<file path="config.mk">
export PLATFORM = sky130hd
export DESIGN_NAME = profibus_rx_sequencer_flat
export DESIGN_NICKNAME = d
export VERILOG_FILES = /design/src/rtl/profibus_rx_sequencer_pkg.sv /design/src/rtl/profibus_rx_sequencer_if.sv /design/src/rtl/profibus_rx_sequencer_sync_signal.sv /design/src/rtl/profibus_rx_sequencer.sv /design/src/flat_wrapper.sv
export SDC_FILE = /design/constraint.sdc
export NUM_CORES = 1
export LEC_CHECK = 0
export CAP_MARGIN = 0
export CORE_MARGIN = 2
export CORE_UTILIZATION = 50
export DETAILED_ROUTE_END_ITERATION = 10
export PLACE_DENSITY = 0.68
export SYNTH_ARGS = -nofsm -noshare
export SYNTH_HDL_FRONTEND = slang
export SYNTH_HIERARCHICAL = 1
export SYNTH_SLANG_ARGS = --single-unit
</file>
<file path="constraint.sdc">
create_clock -name clk -period 2.6 [get_ports clk]
set_clock_uncertainty 0.2 [all_clocks]
set_input_delay 0.39 -clock clk [delete_from_list [all_inputs] [get_ports clk]]
set_output_delay 0.39 -clock clk [all_outputs]
set_load 0.1 [all_outputs]
</file>
<file path="src/rtl/profibus_rx_sequencer_pkg.sv">
// Shared definitions for the PROFIBUS receive sequencer.
//   - rx_state_e : receive FSM state encoding (3 bits, IDLE..STOP)
//   - DATA_BITS / PARITY_EVEN : PROFIBUS character format (8 data bits, even parity)
//   - IDX_W : width of the data-bit index
//   - parity_err() : parity check over a data byte plus the received parity bit
`ifndef PROFIBUS_RX_SEQUENCER_PKG_SV
`define PROFIBUS_RX_SEQUENCER_PKG_SV

package profibus_rx_sequencer_pkg;

  localparam int   DATA_BITS   = 8;
  localparam int   IDX_W       = $clog2(DATA_BITS);
  localparam logic PARITY_EVEN = 1'b1;

  typedef enum logic [2:0] {
    ST_IDLE   = 3'd0,
    ST_START  = 3'd1,
    ST_DATA   = 3'd2,
    ST_PARITY = 3'd3,
    ST_STOP   = 3'd4
  } rx_state_e;

  // Returns 1 when the received parity bit does not match the data.
  // For even parity the XOR of data and parity bit must be 0.
  function automatic logic parity_err(input logic [DATA_BITS-1:0] data,
                                      input logic                 par_bit);
    return (^data) ^ par_bit ^ ~PARITY_EVEN;
  endfunction

endpackage

`endif

</file>
<file path="src/rtl/profibus_rx_sequencer_if.sv">
// Receive-side bus of the PROFIBUS RX sequencer.
//   rx_in         : raw RX line (idle high), driven by the PHY side
//   rx_data       : last received data byte
//   rx_valid      : one-cycle pulse when rx_data and the flags update
//   rx_parity_err : even-parity mismatch on last character
//   rx_frame_err  : stop bit sampled low on last character
//   rx_busy       : character reception in progress
// Modports: slave = the sequencer, master = the line driver / byte consumer.
interface profibus_rx_sequencer_if;
  import profibus_rx_sequencer_pkg::*;

  logic                 rx_in;
  logic [DATA_BITS-1:0] rx_data;
  logic                 rx_valid;
  logic                 rx_parity_err;
  logic                 rx_frame_err;
  logic                 rx_busy;

  modport slave (
    input  rx_in,
    output rx_data, rx_valid, rx_parity_err, rx_frame_err, rx_busy
  );

  modport master (
    output rx_in,
    input  rx_data, rx_valid, rx_parity_err, rx_frame_err, rx_busy
  );
endinterface

</file>
<file path="src/rtl/profibus_rx_sequencer_sync_signal.sv">
// sync_signal: two-flop synchroniser with falling-edge detector.
//   clk, rst : clock, synchronous active-high reset
//   sig_in   : asynchronous input
//   level    : synchronised level (2 clk after sig_in changes)
//   fall     : high for one cycle in the cycle level first reads 0
// Flops reset to 1 so an idle-high line never produces a spurious edge.
module sync_signal (
  input  logic clk,
  input  logic rst,
  input  logic sig_in,
  output logic level,
  output logic fall
);

  logic meta_q, meta_d;
  logic sync_q, sync_d;
  logic prev_q, prev_d;

  always_comb begin
    meta_d = sig_in;
    sync_d = meta_q;
    prev_d = sync_q;
  end

  always_ff @(posedge clk) begin
    if (rst) begin
      meta_q <= 1'b1;
      sync_q <= 1'b1;
      prev_q <= 1'b1;
    end else begin
      meta_q <= meta_d;
      sync_q <= sync_d;
      prev_q <= prev_d;
    end
  end

  assign level = sync_q;
  assign fall  = prev_q & ~sync_q;

endmodule

</file>
<file path="src/rtl/profibus_rx_sequencer.sv">
// profibus_rx_sequencer: receives PROFIBUS UART characters
// (start, 8 data bits LSB first, even parity, stop) and emits one byte per
// character together with parity and framing status.
//   clk, rst : clock, synchronous active-high reset
//   bus      : profibus_rx_sequencer_if.slave (rx_in in; rx_data, rx_valid,
//              rx_parity_err, rx_frame_err, rx_busy out)
// Bit timing starts from the synchronised falling edge of the start bit;
// every bit is sampled near its middle.
module profibus_rx_sequencer
  import profibus_rx_sequencer_pkg::*;
#(
  parameter  int CLKS_PER_BIT = 104,
  localparam int CNT_W        = $clog2(CLKS_PER_BIT)
) (
  input  logic                    clk,
  input  logic                    rst,
  profibus_rx_sequencer_if.slave  bus
);

  if (CLKS_PER_BIT < 4) begin : g_bad_clks_per_bit
    $error("profibus_rx_sequencer: CLKS_PER_BIT must be >= 4");
  end

  localparam logic [CNT_W-1:0] HALF_LOAD = CNT_W'(CLKS_PER_BIT / 2 - 1);
  localparam logic [CNT_W-1:0] FULL_LOAD = CNT_W'(CLKS_PER_BIT - 1);
  localparam logic [IDX_W-1:0] LAST_IDX  = IDX_W'(DATA_BITS - 1);

  logic rx_level;
  logic rx_fall;

  sync_signal u_sync (
    .clk    (clk),
    .rst    (rst),
    .sig_in (bus.rx_in),
    .level  (rx_level),
    .fall   (rx_fall)
  );

  rx_state_e            state_q, state_d;
  logic [CNT_W-1:0]     cnt_q, cnt_d;
  logic [IDX_W-1:0]     idx_q, idx_d;
  logic [DATA_BITS-1:0] shreg_q, shreg_d;
  logic                 par_q, par_d;
  logic [DATA_BITS-1:0] rx_data_q, rx_data_d;
  logic                 rx_valid_q, rx_valid_d;
  logic                 rx_parity_err_q, rx_parity_err_d;
  logic                 rx_frame_err_q, rx_frame_err_d;
  logic                 rx_busy_q, rx_busy_d;
  logic                 sample;

  assign sample = (cnt_q == '0);

  always_comb begin
    state_d         = state_q;
    cnt_d           = cnt_q;
    idx_d           = idx_q;
    shreg_d         = shreg_q;
    par_d           = par_q;
    rx_data_d       = rx_data_q;
    rx_valid_d      = 1'b0;
    rx_parity_err_d = rx_parity_err_q;
    rx_frame_err_d  = rx_frame_err_q;

    // The counter free-runs in every active state; a sample fires on zero
    // and reloads a full bit period so later samples stay mid-bit.
    if (state_q != ST_IDLE) begin
      cnt_d = sample ? FULL_LOAD : cnt_q - CNT_W'(1);
    end

    unique case (state_q)
      ST_IDLE: begin
        // Only a fresh falling edge starts a character, so a line held low
        // after a break cannot restart reception until it goes high again.
        if (rx_fall) begin
          state_d = ST_START;
          cnt_d   = HALF_LOAD;
        end
      end
      ST_START: begin
        if (sample) begin
          if (!rx_level) begin
            state_d = ST_DATA;
            idx_d   = '0;
          end else begin
            state_d = ST_IDLE;  // start bit did not persist: glitch
          end
        end
      end
      ST_DATA: begin
        if (sample) begin
          shreg_d[idx_q] = rx_level;
          if (idx_q == LAST_IDX) begin
            state_d = ST_PARITY;
          end else begin
            idx_d = idx_q + IDX_W'(1);
          end
        end
      end
      ST_PARITY: begin
        if (sample) begin
          par_d   = parity_err(shreg_q, rx_level);
          state_d = ST_STOP;
        end
      end
      ST_STOP: begin
        if (sample) begin
          rx_data_d       = shreg_q;
          rx_parity_err_d = par_q;
          rx_frame_err_d  = ~rx_level;
          rx_valid_d      = 1'b1;
          state_d         = ST_IDLE;
        end
      end
      default: state_d = ST_IDLE;
    endcase

    rx_busy_d = (state_d != ST_IDLE);
  end

  always_ff @(posedge clk) begin
    if (rst) begin
      state_q         <= ST_IDLE;
      cnt_q           <= '0;
      idx_q           <= '0;
      shreg_q         <= '0;
      par_q           <= 1'b0;
      rx_data_q       <= '0;
      rx_valid_q      <= 1'b0;
      rx_parity_err_q <= 1'b0;
      rx_frame_err_q  <= 1'b0;
      rx_busy_q       <= 1'b0;
    end else begin
      state_q         <= state_d;
      cnt_q           <= cnt_d;
      idx_q           <= idx_d;
      shreg_q         <= shreg_d;
      par_q           <= par_d;
      rx_data_q       <= rx_data_d;
      rx_valid_q      <= rx_valid_d;
      rx_parity_err_q <= rx_parity_err_d;
      rx_frame_err_q  <= rx_frame_err_d;
      rx_busy_q       <= rx_busy_d;
    end
  end

  assign bus.rx_data       = rx_data_q;
  assign bus.rx_valid      = rx_valid_q;
  assign bus.rx_parity_err = rx_parity_err_q;
  assign bus.rx_frame_err  = rx_frame_err_q;
  assign bus.rx_busy       = rx_busy_q;

endmodule
</file>
<file path="src/flat_wrapper.sv">
// flat-port wrapper written by rule: the top's interface ports become plain ports
module profibus_rx_sequencer_flat import profibus_rx_sequencer_pkg::*;
#(
  parameter  int CLKS_PER_BIT = 104,
  localparam int CNT_W        = $clog2(CLKS_PER_BIT)
)
  (clk, rst, bus_rx_in, bus_rx_data, bus_rx_valid, bus_rx_parity_err, bus_rx_frame_err, bus_rx_busy);
  profibus_rx_sequencer_if bus_i ();
  input  logic clk;
  input  logic rst;
  input wire logic [$bits(bus_i.rx_in)-1:0] bus_rx_in;
  output wire logic [$bits(bus_i.rx_data)-1:0] bus_rx_data;
  output wire logic [$bits(bus_i.rx_valid)-1:0] bus_rx_valid;
  output wire logic [$bits(bus_i.rx_parity_err)-1:0] bus_rx_parity_err;
  output wire logic [$bits(bus_i.rx_frame_err)-1:0] bus_rx_frame_err;
  output wire logic [$bits(bus_i.rx_busy)-1:0] bus_rx_busy;
  assign bus_i.rx_in = bus_rx_in;
  assign bus_rx_data = bus_i.rx_data;
  assign bus_rx_valid = bus_i.rx_valid;
  assign bus_rx_parity_err = bus_i.rx_parity_err;
  assign bus_rx_frame_err = bus_i.rx_frame_err;
  assign bus_rx_busy = bus_i.rx_busy;
  profibus_rx_sequencer #(.CLKS_PER_BIT(CLKS_PER_BIT)) u_core (.clk(clk), .rst(rst), .bus(bus_i));
endmodule
</file>
==> run metrics <==
run status complete, no violations; initial antenna violation count 0; nets 207; Sum Neg Setup Slack 0 ns; CTS Buf Count 5; synthesized netlist cell count 190; pre-CTS WS between 0.15 and 0.2 ns; area delta synth->final 13.1%; mean cell area of the mapped netlist roughly 9.3 um2; number of flops mapped to enable cells by yosys 0; final routed wirelength across all metal layers roughly 3.5 mm; pwr/cell area 581 mW/mm2; net count after synthesis ~200; final core area utilization 59.1%; combined flip-flop and latch cell area between 700 and 800 um2; final-layout fill cell count 323; Int Power 0.000862 W; share of synthesized area occupied by flip-flops and latches a little over two fifths; Congestion Overflow GR 0; part of the total power dissipated in combinational logic 12.7%; root buffer cell sky130_fd_sc_hd__clkbuf_4; family of cells with the greatest summed delay on the critical path compound AO/OA/AOI/OAI gates; proportion of layout cells with a drive suffix above 1 16.8%; Detailed Route Iter0 Violations 119; detailed placer's ending HPWL 2.36 mm; switching component of the power roughly 0.00029 W; final count of hold timing violations 0; final critical-path share of the clock period between 90% and 100%; count of buffers inserted at the top-level ports 14; worst skew pair latency ~0.33 ns; clock tree from TritonCTS yes; cells along the critical path inv_1 > ha_1 > or4b_4 > o311a_4 > a2111oi_4 > or3_1; sequential cell fraction of total power 51.6%; core region area 0.00336 mm2; Top FF cell, synth sky130_fd_sc_hd__dfxtp_1; CP peak stage delay about 0.57 ns; Commonest cells post-synth sky130_fd_sc_hd__dfxtp_1, sky130_fd_sc_hd__nor2_1, sky130_fd_sc_hd__mux2i_1; largest net degree at the start of global routing 19; total routing resource utilization after global routing 18.7%; worst hold path type flop to flop; count of unique library cells instantiated by Yosys between 40 and 50; via total after detailed routing 1396; Critical Path Source Type flop; Ys Warns 6; Post-route DRC 0; Buf+Inv Stages, Crit Path 1; row count 21; max-cap violation count 0; Final Critical Period 2.36 ns; total die area 0.00401 mm2; post-CTS setup-driven buffer insertion count 0; last weighted congestion value of the routability-driven placer 0.860; Sink Count 37; headroom to the max-slew limit 58.9%; leakage component of the power 0.817 nW; standard cell with the maximum stage delay on the critical path sky130_fd_sc_hd__or4b_4; RSZ-0062 raised after global routing false; remaining antenna violation count after routing 0; cell types occupying the most area after synthesis sky130_fd_sc_hd__dfxtp_1, sky130_fd_sc_hd__mux2i_1, sky130_fd_sc_hd__nor2_1, sky130_fd_sc_hd__a21oi_1, sky130_fd_sc_hd__clkbuf_1; number of global-route vias before repair ~1300; Yosys reg bits 37; post-route cell area 0.00199 mm2; WP data required 2.69 ns; Clk pin slew, worst setup/hold paths 0.11 ns; Multi-input gate area 946 um2; final slew viol count 0; maximum ir drop on the vdd rail around 0.37 mV; clock power share 35.8%; proportion of register bits with asynchronous set or reset after synthesis 0%; share of total power consumed by net switching 25.5%; drt first pass iters 4; transition time at the pin with the least slew margin between 0.6 and 0.7 ns; height of the die 63.3 um; Post-Place Cell Area 0.00190 mm2; Register-to-Register Setup Slack 0.24 ns; via density per instance 5.63; clock buffer depth 2; worst setup path class flop to flop; peak fanout along the critical path 9; Worst setup EP type flop; number of H-tree levels 2; area leader, netlist sky130_fd_sc_hd__dfxtp_1; endpoint arrival time on the critical path 2.45 ns; diode insertion count for antenna repair 0; most common cell in the synthesized netlist sky130_fd_sc_hd__dfxtp_1; DR WL/cell between 10 and 15 um; top cell type's share of synthesized area 42.1%; worst path setup slack after routing 0.238 ns; netlist area before placement between 0.0015 and 0.002 mm2; number of top-level pins 15; effective utilization at floorplan a little over half; die outline width 63.3 um; first-pass GRT wire length a little under 6 mm; Highest Clock Rate 423 MHz; final setup fails 0
==> routing by layer <==
layer  vias up  wire [um]  global-route usage [%]
met1       658       1660                    24.9
met5         -          0                       0
li1        697          -                       -
met4         0         53                    5.71
met3         5        160                    5.89
met2        36       1580                    29.0
==> per-stage QoR <==
stage               std cells  total power [W]  hold slack, ns
global route              248          0.00121           0.258
finish                    248          0.00116           0.225
CTS                       248          0.00116           0.229
detailed placement        240         0.000747           0.203
floorplan                 190         0.000715           0.185
global placement          240         0.000744           0.188
==> cell usage in the layout (no fill, tap or decap), drive strengths merged, types with 3 or more instances in the layout <==
master  Yosys  final
nand3       7      7
nand3b      4      4
nor2b       3      3
dfxtp      37     37
inv         5      5
ha          3      3
buf         2     16
nor2       23     23
clkbuf     12      7
nor3        4      4
mux2i      16     16
nor3b       6      6
nand4       6      6
or2         5      5
or3         4      4
o21ai       3      3
a211oi      3      3
xnor2       5      5
a21oi       9      9
nand2       7      7
nor4        5      5
==> kinds of logic (layout without fill, tap and decap cells) <==
group | Yosys count | in the layout | share of synthesized area, %
compound gates | 25 | 25 | 11.1
xor+xnor | 7 | 7 | 4.27
fa+ha+maj | 3 | 3 | 2.14
buf+inv | 19 | 31 | 4.27
flops | 37 | 37 | 42.1
mux | 16 | 16 | 9.11
simple gates | 83 | 83 | 27.0
==> power groups by stage <==
stage / clock (W) / combinational [W] / sequential (W)
3_3_place_gp: 0 / 0.000137 / 0.000608
2_1_floorplan: 0 / 0.000106 / 0.000609
4_1_cts: 0.000425 / 0.000140 / 0.000595
3_5_place_dp: 0 / 0.000138 / 0.000609
5_1_grt: 0.000451 / 0.000158 / 0.000599
6_report: 0.000413 / 0.000147 / 0.000596
==> area by class of cell <==
cell class              instances  area share, %
clock buffers                   7           2.77
clock inverters                 1           1.51
inverters                       5          0.944
multi-input cells             134           47.6
flip-flops and latches         37           37.3
well taps                      46           2.89
repair buffers                 18           7.05
==> sequential cells by signal (all words and copies together) (netlist names) <==
signal / cells
u_core/bus.rx_busy: 1
u_core/bus.rx_data: 8
u_core/bus.rx_frame_err: 1
u_core/bus.rx_parity_err: 1
u_core/bus.rx_valid: 1
u_core/cnt_q: 7
u_core/idx_q: 3
u_core/par_q: 1
u_core/shreg_q: 8
u_core/state_q: 3
u_core/u_sync/level: 1
u_core/u_sync/meta_q: 1
u_core/u_sync/prev_q: 1
==> repair_timing <==
| item | in CTS | in global routing |
|---|---|---|
| hold buffers | 0 | 0 |
| endpoints found under the hold margin | 0 | 0 |
| endpoints found under the setup margin | 0 | 1 |
| resized for setup | 0 | 1 |
==> final timing paths <==
check | start | depth (start not counted) | end
hold reg to reg | u_core/u_sync/meta_q | 1 | u_core/u_sync/level
setup reg to reg | u_core/cnt_q[0] | 6 | u_core/bus.rx_busy
setup / recovery | u_core/cnt_q[0] | 6 | u_core/bus.rx_busy
hold / removal | u_core/u_sync/meta_q | 1 | u_core/u_sync/level
Note: power is estimated with default switching activity, not from simulation.
